### src/rtl/resv_station_add.sv
// resv_station_add: reservation station feeding the FP add/sub unit.
// Holds issued operations until both operands are available (directly or
// captured from the CDB), dispatches one ready entry per cycle, and frees an
// entry when the CDB broadcasts that entry's own tag.
// Optional build macro: RS_AGE_ORDER_EN -- dispatch the oldest ready entry
// instead of the lowest-index ready entry.
module resv_station_add #(
    parameter int ENTRIES  = 3,
    parameter int DATA_W   = 16,
    parameter int TAG_W    = 3,
    parameter int BASE_TAG = 1
) (
    input  logic              Clock,
    input  logic              Reset,
    input  logic              issue_valid,
    input  logic [1:0]        issue_op,
    input  logic [DATA_W-1:0] issue_vj,
    input  logic [TAG_W-1:0]  issue_qj,
    input  logic [DATA_W-1:0] issue_vk,
    input  logic [TAG_W-1:0]  issue_qk,
    output logic              issue_ready,
    output logic [TAG_W-1:0]  issue_tag,
    input  logic              cdb_valid,
    input  logic [TAG_W-1:0]  cdb_tag,
    input  logic [DATA_W-1:0] cdb_data,
    input  logic              fu_ready,
    output logic              exec_valid,
    output logic [DATA_W-1:0] resv_out1,
    output logic [DATA_W-1:0] resv_out2,
    output logic [1:0]        OP,
    output logic [TAG_W-1:0]  exec_tag,
    output logic              full
);

    localparam int IDX_W = (ENTRIES > 1) ? $clog2(ENTRIES) : 1;

    // Per-entry state
    logic [ENTRIES-1:0] r_busy;
    logic [ENTRIES-1:0] r_disp;
    logic [1:0]         r_op [ENTRIES];
    logic [DATA_W-1:0]  r_vj [ENTRIES];
    logic [DATA_W-1:0]  r_vk [ENTRIES];
    logic [TAG_W-1:0]   r_qj [ENTRIES];
    logic [TAG_W-1:0]   r_qk [ENTRIES];

    // Allocation
    logic               w_free_found;
    logic [IDX_W-1:0]   w_free_idx;
    logic [TAG_W-1:0]   w_free_tag;
    logic               w_issue_acc;

    // Issue fields after CDB bypass and op normalisation
    logic [1:0]         w_new_op;
    logic [DATA_W-1:0]  w_new_vj;
    logic [TAG_W-1:0]   w_new_qj;
    logic [DATA_W-1:0]  w_new_vk;
    logic [TAG_W-1:0]   w_new_qk;

    // Dispatch selection
    logic [ENTRIES-1:0] w_ready;
    logic               w_sel_found;
    logic [IDX_W-1:0]   w_sel_idx;
    logic [DATA_W-1:0]  w_sel_vj;
    logic [DATA_W-1:0]  w_sel_vk;
    logic [1:0]         w_sel_op;
    logic [TAG_W-1:0]   w_sel_tag;
    logic               w_dispatch;

    // Free on own-tag broadcast
    logic [ENTRIES-1:0] w_free_hit;

    function automatic logic [TAG_W-1:0] entry_tag(input int unsigned idx);
        return TAG_W'(32'(BASE_TAG) + idx);
    endfunction

`ifdef RS_AGE_ORDER_EN
    localparam int AGE_W = (ENTRIES > 1) ? $clog2(ENTRIES) : 1;

    // Age 0 is the youngest busy entry; larger means issued earlier.
    logic [AGE_W-1:0]   r_age [ENTRIES];
    logic [AGE_W-1:0]   w_sel_age;
    logic               w_free_any;
    logic [AGE_W-1:0]   w_free_age;
`endif

    assign issue_ready = w_free_found;
    assign full        = ~w_free_found;
    assign issue_tag   = w_free_tag;
    assign w_issue_acc = issue_valid && w_free_found;
    assign w_dispatch  = fu_ready && w_sel_found;

    // Lowest-index non-busy entry, from registered state only
    always_comb begin
        w_free_found = 1'b0;
        w_free_idx   = '0;
        w_free_tag   = entry_tag(0);
        for (int unsigned i = 0; i < ENTRIES; i++) begin
            if (!r_busy[i] && !w_free_found) begin
                w_free_found = 1'b1;
                w_free_idx   = IDX_W'(i);
                w_free_tag   = entry_tag(i);
            end
        end
    end

    // Issue-time operand bypass from a concurrent CDB broadcast
    always_comb begin
        w_new_op = (issue_op == 2'd2) ? 2'd2 : 2'd1;
        w_new_vj = issue_vj;
        w_new_qj = issue_qj;
        w_new_vk = issue_vk;
        w_new_qk = issue_qk;
        if (cdb_valid && (issue_qj != '0) && (issue_qj == cdb_tag)) begin
            w_new_vj = cdb_data;
            w_new_qj = '0;
        end
        if (cdb_valid && (issue_qk != '0) && (issue_qk == cdb_tag)) begin
            w_new_vk = cdb_data;
            w_new_qk = '0;
        end
    end

    // Ready and own-tag free detection per entry
    always_comb begin
        w_ready    = '0;
        w_free_hit = '0;
        for (int unsigned i = 0; i < ENTRIES; i++) begin
            w_ready[i]    = r_busy[i] && !r_disp[i] && (r_qj[i] == '0) && (r_qk[i] == '0);
            w_free_hit[i] = cdb_valid && r_busy[i] && (cdb_tag == entry_tag(i));
        end
    end

`ifdef RS_AGE_ORDER_EN
    // Age of the entry being freed this cycle (at most one: a single CDB tag)
    always_comb begin
        w_free_any = 1'b0;
        w_free_age = '0;
        for (int unsigned i = 0; i < ENTRIES; i++) begin
            if (w_free_hit[i]) begin
                w_free_any = 1'b1;
                w_free_age = r_age[i];
            end
        end
    end

    // Oldest ready entry wins; busy entries have distinct ages
    always_comb begin
        w_sel_found = 1'b0;
        w_sel_idx   = '0;
        w_sel_age   = '0;
        w_sel_vj    = '0;
        w_sel_vk    = '0;
        w_sel_op    = '0;
        w_sel_tag   = '0;
        for (int unsigned i = 0; i < ENTRIES; i++) begin
            if (w_ready[i] && (!w_sel_found || (r_age[i] > w_sel_age))) begin
                w_sel_found = 1'b1;
                w_sel_idx   = IDX_W'(i);
                w_sel_age   = r_age[i];
                w_sel_vj    = r_vj[i];
                w_sel_vk    = r_vk[i];
                w_sel_op    = r_op[i];
                w_sel_tag   = entry_tag(i);
            end
        end
    end

    // Age bookkeeping: new entry is youngest, others age on issue and close gaps on free
    always_ff @(posedge Clock) begin
        if (Reset) begin
            for (int unsigned i = 0; i < ENTRIES; i++) begin
                r_age[i] <= '0;
            end
        end else begin
            for (int unsigned i = 0; i < ENTRIES; i++) begin
                if (w_issue_acc && (w_free_idx == IDX_W'(i))) begin
                    r_age[i] <= '0;
                end else if (r_busy[i]) begin
                    if (w_issue_acc && !(w_free_any && (r_age[i] > w_free_age))) begin
                        r_age[i] <= r_age[i] + AGE_W'(1);
                    end else if (!w_issue_acc && w_free_any && (r_age[i] > w_free_age)) begin
                        r_age[i] <= r_age[i] - AGE_W'(1);
                    end
                end
            end
        end
    end
`else
    // Lowest-index ready entry wins
    always_comb begin
        w_sel_found = 1'b0;
        w_sel_idx   = '0;
        w_sel_vj    = '0;
        w_sel_vk    = '0;
        w_sel_op    = '0;
        w_sel_tag   = '0;
        for (int unsigned i = 0; i < ENTRIES; i++) begin
            if (w_ready[i] && !w_sel_found) begin
                w_sel_found = 1'b1;
                w_sel_idx   = IDX_W'(i);
                w_sel_vj    = r_vj[i];
                w_sel_vk    = r_vk[i];
                w_sel_op    = r_op[i];
                w_sel_tag   = entry_tag(i);
            end
        end
    end
`endif

    // Entry update: allocate, capture, mark dispatched, free (free overrides dispatch)
    always_ff @(posedge Clock) begin
        if (Reset) begin
            r_busy <= '0;
            r_disp <= '0;
            for (int unsigned i = 0; i < ENTRIES; i++) begin
                r_op[i] <= '0;
                r_vj[i] <= '0;
                r_vk[i] <= '0;
                r_qj[i] <= '0;
                r_qk[i] <= '0;
            end
        end else begin
            for (int unsigned i = 0; i < ENTRIES; i++) begin
                if (w_issue_acc && (w_free_idx == IDX_W'(i))) begin
                    r_busy[i] <= 1'b1;
                    r_disp[i] <= 1'b0;
                    r_op[i]   <= w_new_op;
                    r_vj[i]   <= w_new_vj;
                    r_qj[i]   <= w_new_qj;
                    r_vk[i]   <= w_new_vk;
                    r_qk[i]   <= w_new_qk;
                end else begin
                    if (cdb_valid && r_busy[i] && (cdb_tag != '0)) begin
                        if (r_qj[i] == cdb_tag) begin
                            r_vj[i] <= cdb_data;
                            r_qj[i] <= '0;
                        end
                        if (r_qk[i] == cdb_tag) begin
                            r_vk[i] <= cdb_data;
                            r_qk[i] <= '0;
                        end
                    end
                    if (w_dispatch && (w_sel_idx == IDX_W'(i))) begin
                        r_disp[i] <= 1'b1;
                    end
                    if (w_free_hit[i]) begin
                        r_busy[i] <= 1'b0;
                        r_disp[i] <= 1'b0;
                    end
                end
            end
        end
    end

    // Registered dispatch outputs; data holds when nothing is dispatched
    always_ff @(posedge Clock) begin
        if (Reset) begin
            exec_valid <= 1'b0;
            resv_out1  <= '0;
            resv_out2  <= '0;
            OP         <= '0;
            exec_tag   <= '0;
        end else if (w_dispatch) begin
            exec_valid <= 1'b1;
            resv_out1  <= w_sel_vj;
            resv_out2  <= w_sel_vk;
            OP         <= w_sel_op;
            exec_tag   <= w_sel_tag;
        end else begin
            exec_valid <= 1'b0;
        end
    end

endmodule

### config.mk
export PLATFORM = sky130hd
export DESIGN_NAME = resv_station_add
export DESIGN_NICKNAME = d
export VERILOG_FILES = /design/src/rtl/resv_station_add.sv
export SDC_FILE = /design/constraint.sdc
export NUM_CORES = 1
export LEC_CHECK = 0
export ABC_CLOCK_PERIOD_IN_PS = 8100
export BUFFER_PORTS_ARGS = -buffer_cell sky130_fd_sc_hd__buf_2
export CORE_MARGIN = 5
export CORE_UTILIZATION = 24
export CTS_CLUSTER_DIAMETER = 120
export CTS_CLUSTER_SIZE = 30
export DETAILED_ROUTE_END_ITERATION = 7
export GPL_TIMING_DRIVEN = 1
export RECOVER_POWER = 25
export SLEW_MARGIN = 25
export SYNTH_ARGS = -nofsm -noshare
export SYNTH_HDL_FRONTEND = slang
export SYNTH_SLANG_ARGS = --single-unit
### constraint.sdc
create_clock -name Clock -period 8.1 [get_ports Clock]
set_input_delay 0.81 -clock Clock [delete_from_list [all_inputs] [get_ports Clock]]
set_output_delay 0.81 -clock Clock [all_outputs]
set_load 0.1 [all_outputs]
==> impl_metrics.ini <==
[status]
outcome = finished with violations
violations = max-capacitance violations, max-slew violations

[sta]
setup_viol = 0
fin_crit_sh_pct = 57.85
finalCriticalPeriod_ns = 4.686
setup-tns-final_ns = 0
tightest_slew_ns = 2.348
max_freq_mhz = 213.4
whs_ns = 0.4672
max_slew_margin_pct = -56.51
rsz0062_at_grt = no
hold_viol_final = 0
finalMaxSlewViolations = 93
finalClockSkew_ns = 0.01473

[worst_setup_path]
cp-end-kind = flop
worst-path-stages = 8
critPathMaxFanout = 50
critPathLaunch = Reset
r2r_cells = 7
timing.rr.start = r_busy[0]$_SDFFE_PP0P_
cpPeakStageDelay_ns = 1.65
startpoint_type = primary input
crit_family = buffers and inverters
r2r_slack_ns = 4.62
r2r_end = OP[0]$_SDFFE_PP0P_
critPathSlowestCell = clkbuf_1
crit_path_cell_trace = buf_2, clkbuf_1, nand2b_1, nor4_1, nor2_1, o21a_1, clkbuf_1, nor3b_1
path_class = primary input to flop
crit_top_cell = clkbuf_1
path_buf_inv = 3
worstSetupEndpoint = r_qk[0][2]$_SDFFCE_PP0P_
arrival_ns = 4.78
cp.required_ns = 8.19

[floorplanning]
io_pins = 107
dieArea_um2 = 35490
die_w_um = 188.4
rows = 65
start_util_pct = 24.26
die_h_um = 188.4
core_um2 = 31470

[yosys]
synth_cell_types = 50
synth-main-ff-cell = edfxtp_1
yosysSeqAreaShare_pct = 57.68
syn_inst = 644
synth-edff-count = 114
postSynthAreaPerCell_um2 = 11.86
ys_seq_elements = 163
ys_warn_count = 0
ys_async_sr_fraction_pct = 0
netlist_area_um2 = 7636

[final_layout]
area_growth_pct = 18.42
drive_gt1_share_pct = 15.56
final_nets = 790

[power_and_ir_drop]
vdd_drop_max_uv = 156.9
p_leak_nw = 2.999
powerDensity_nw_per_um2 = 225.7

[drt]
drt-initial-drc-count = 651
firstDrtPassIters = 6
vias = 5687
route.final.wire_length_mm = 23.17
ant_nets = 0
vias_per_cell = 4.980
wl_per_cell_um = 20.29
drcViolationCount = 0

[global_route]
grt_start_max_net_pins = 51
grt_overflow_total = 0
antenna_found_initial = 5
grtUsageTotal_pct = 12.84
grt_pass1_wl_mm = 35.13
grt_pass1_vias = 5577

[clocking]
cts.htree.levels = 4
cts.sinks = 163
numCtsBuffers = 17
clk-insertion-delay-late_ns = 0.42
ctsHoldBuffers = 0
clk_pin_slew_ns = 0.06
cts_buffer_depth = 2
cts_root_buffer = clkbuf_16
postCtsSetupBuffers = 0
cts_resized = 0
cts_tree = built

[placement]
dp_hpwl_mm = 15.65
place_congestion = 0.8393
port_buffers = 104

[flow_run]
maxCapViolCount = 2

[hold_path]
hp-class = flop to flop
report_power, final:
group | leakage [nW] | internal (W) | total (W) | switching, W
Sequential | 1.60 | 0.000954 | 0.000976 | 0.0000222
Combinational | 1.12 | 0.0000667 | 0.000248 | 0.000181
Clock | 0.288 | 0.000487 | 0.000817 | 0.000330
per-layer routing:
metal  global-route usage [%]  up-vias  wire, µm
li1                         -     2660         -
met1                    17.39     2752     10280
met2                    20.18      236     10760
met3                    3.575       31      1707
met4                    3.643        8       366
met5                        0        -        61
through the flow:
stage / setup slack [ns] / cells / util (%) / power, W / area [µm²]
after CTS: 4.635 / 1141 / 28.93 / 0.002056 / 9105
after floorplan: 4.496 / 645 / - / 0.001162 / 7640
after global routing: 2.910 / 1142 / 28.73 / 0.002117 / 9042
final: 3.414 / 1142 / 28.73 / 0.002041 / 9042
after global placement: 4.654 / 1109 / 27.05 / 0.001239 / 8514
after detailed placement: 4.640 / 1109 / 27.05 / 0.001244 / 8514
worst min-delay path by stage:
| stage | startpoint | endpoint | slack, ns | cells after the start |
|---|---|---|---|---|
| 3_3_place_gp | resv_out1[3]$_SDFFE_PP0P_ | resv_out1[3]$_SDFFE_PP0P_ | 0.45 | 2 |
| 6_report | resv_out1[3]$_SDFFE_PP0P_ | resv_out1[3]$_SDFFE_PP0P_ | 0.47 | 2 |
| 4_1_cts | resv_out1[3]$_SDFFE_PP0P_ | resv_out1[3]$_SDFFE_PP0P_ | 0.46 | 2 |
| 3_5_place_dp | resv_out1[3]$_SDFFE_PP0P_ | resv_out1[3]$_SDFFE_PP0P_ | 0.45 | 2 |
| 5_1_grt | resv_out1[3]$_SDFFE_PP0P_ | resv_out1[3]$_SDFFE_PP0P_ | 0.48 | 2 |
| 2_1_floorplan | r_disp[2]$_SDFFE_PP0P_ | r_disp[2]$_SDFFE_PP0P_ | 0.45 | 2 |
flip-flops by register name, summed over array words and instances, names as in the netlist:
register and count:
r_qk 9, r_qj 9, resv_out2 16, OP 2, resv_out1 16, exec_valid 1
exec_tag 2, r_disp 3, r_vj 48, r_op 6, r_busy 3, r_vk 48
cells in the final DEF, fill, tap and decap left out, types with 3 or more instances in the layout:
| cell | count |
|---|---|
| edfxtp_1 | 114 |
| nor2_1 | 110 |
| mux2i_1 | 64 |
| buf_2 | 64 |
| dfxtp_1 | 49 |
| clkbuf_1 | 46 |
| a211oi_1 | 35 |
| a222oi_1 | 33 |
| a32o_1 | 32 |
| xor2_1 | 18 |
| clkbuf_16 | 17 |
| nand2_1 | 16 |
| nand3_1 | 14 |
| nor3b_1 | 14 |
| buf_4 | 12 |
| a21oi_1 | 10 |
| o21ai_0 | 7 |
| inv_1 | 6 |
| nor4_1 | 6 |
| or4_1 | 5 |
| and2_1 | 5 |
| nand2b_1 | 4 |
| xnor2_1 | 4 |
| and3_1 | 3 |
| o21a_1 | 3 |
| nor3_1 | 3 |
| clkinv_2 | 3 |
| bufinv_16 | 3 |
tightest hold or removal path, cell delays in order (launching register included):
cell,delay (ns)
dfxtp_1,0.32
nand2_1,0.05
a21oi_1,0.05
synth_stat cells (5+ instances only):
cell        n  area [µm²]
nand2_1    16       60.06
a32o_1     32       320.3
buf_4       7       52.55
buf_2      26       130.1
inv_1       6       22.52
a222oi_1   33       330.3
mux2i_1    64       640.6
dfxtp_1    49       980.9
a211oi_1   35       262.8
nor3b_1    14       105.1
clkbuf_1   19       71.32
o21ai_0     8       40.04
a21oi_1    10       50.05
edfxtp_1  114        3423
xor2_1     18       157.7
nor2_1    110       412.9
nand3_1    14       70.07
and2_1      5       31.28
nor4_1      6       37.54
cell families after synthesis:
kind of cell	Yosys count	share of synthesized area [%]
AO/OA/AOI/OAI	137	15.24
XOR/XNOR	22	2.523
buffers and inverters	63	4.063
flip-flops	163	57.68
multiplexers	64	8.389
other	1	0.04911
AND/OR/NAND/NOR	194	12.06
area by class of cell:
type                       instances  area, µm²
tap                              402      503.0
timing repair buffer             119      571.8
clock buffer                      20      436.7
clock inverter                    12      153.9
multi-input combinational        419       2948
fill                            3198      22430
sequential                       163       4404
antenna                            1      2.502
inverter                           6      22.52
(Power assumes the default switching activity.)
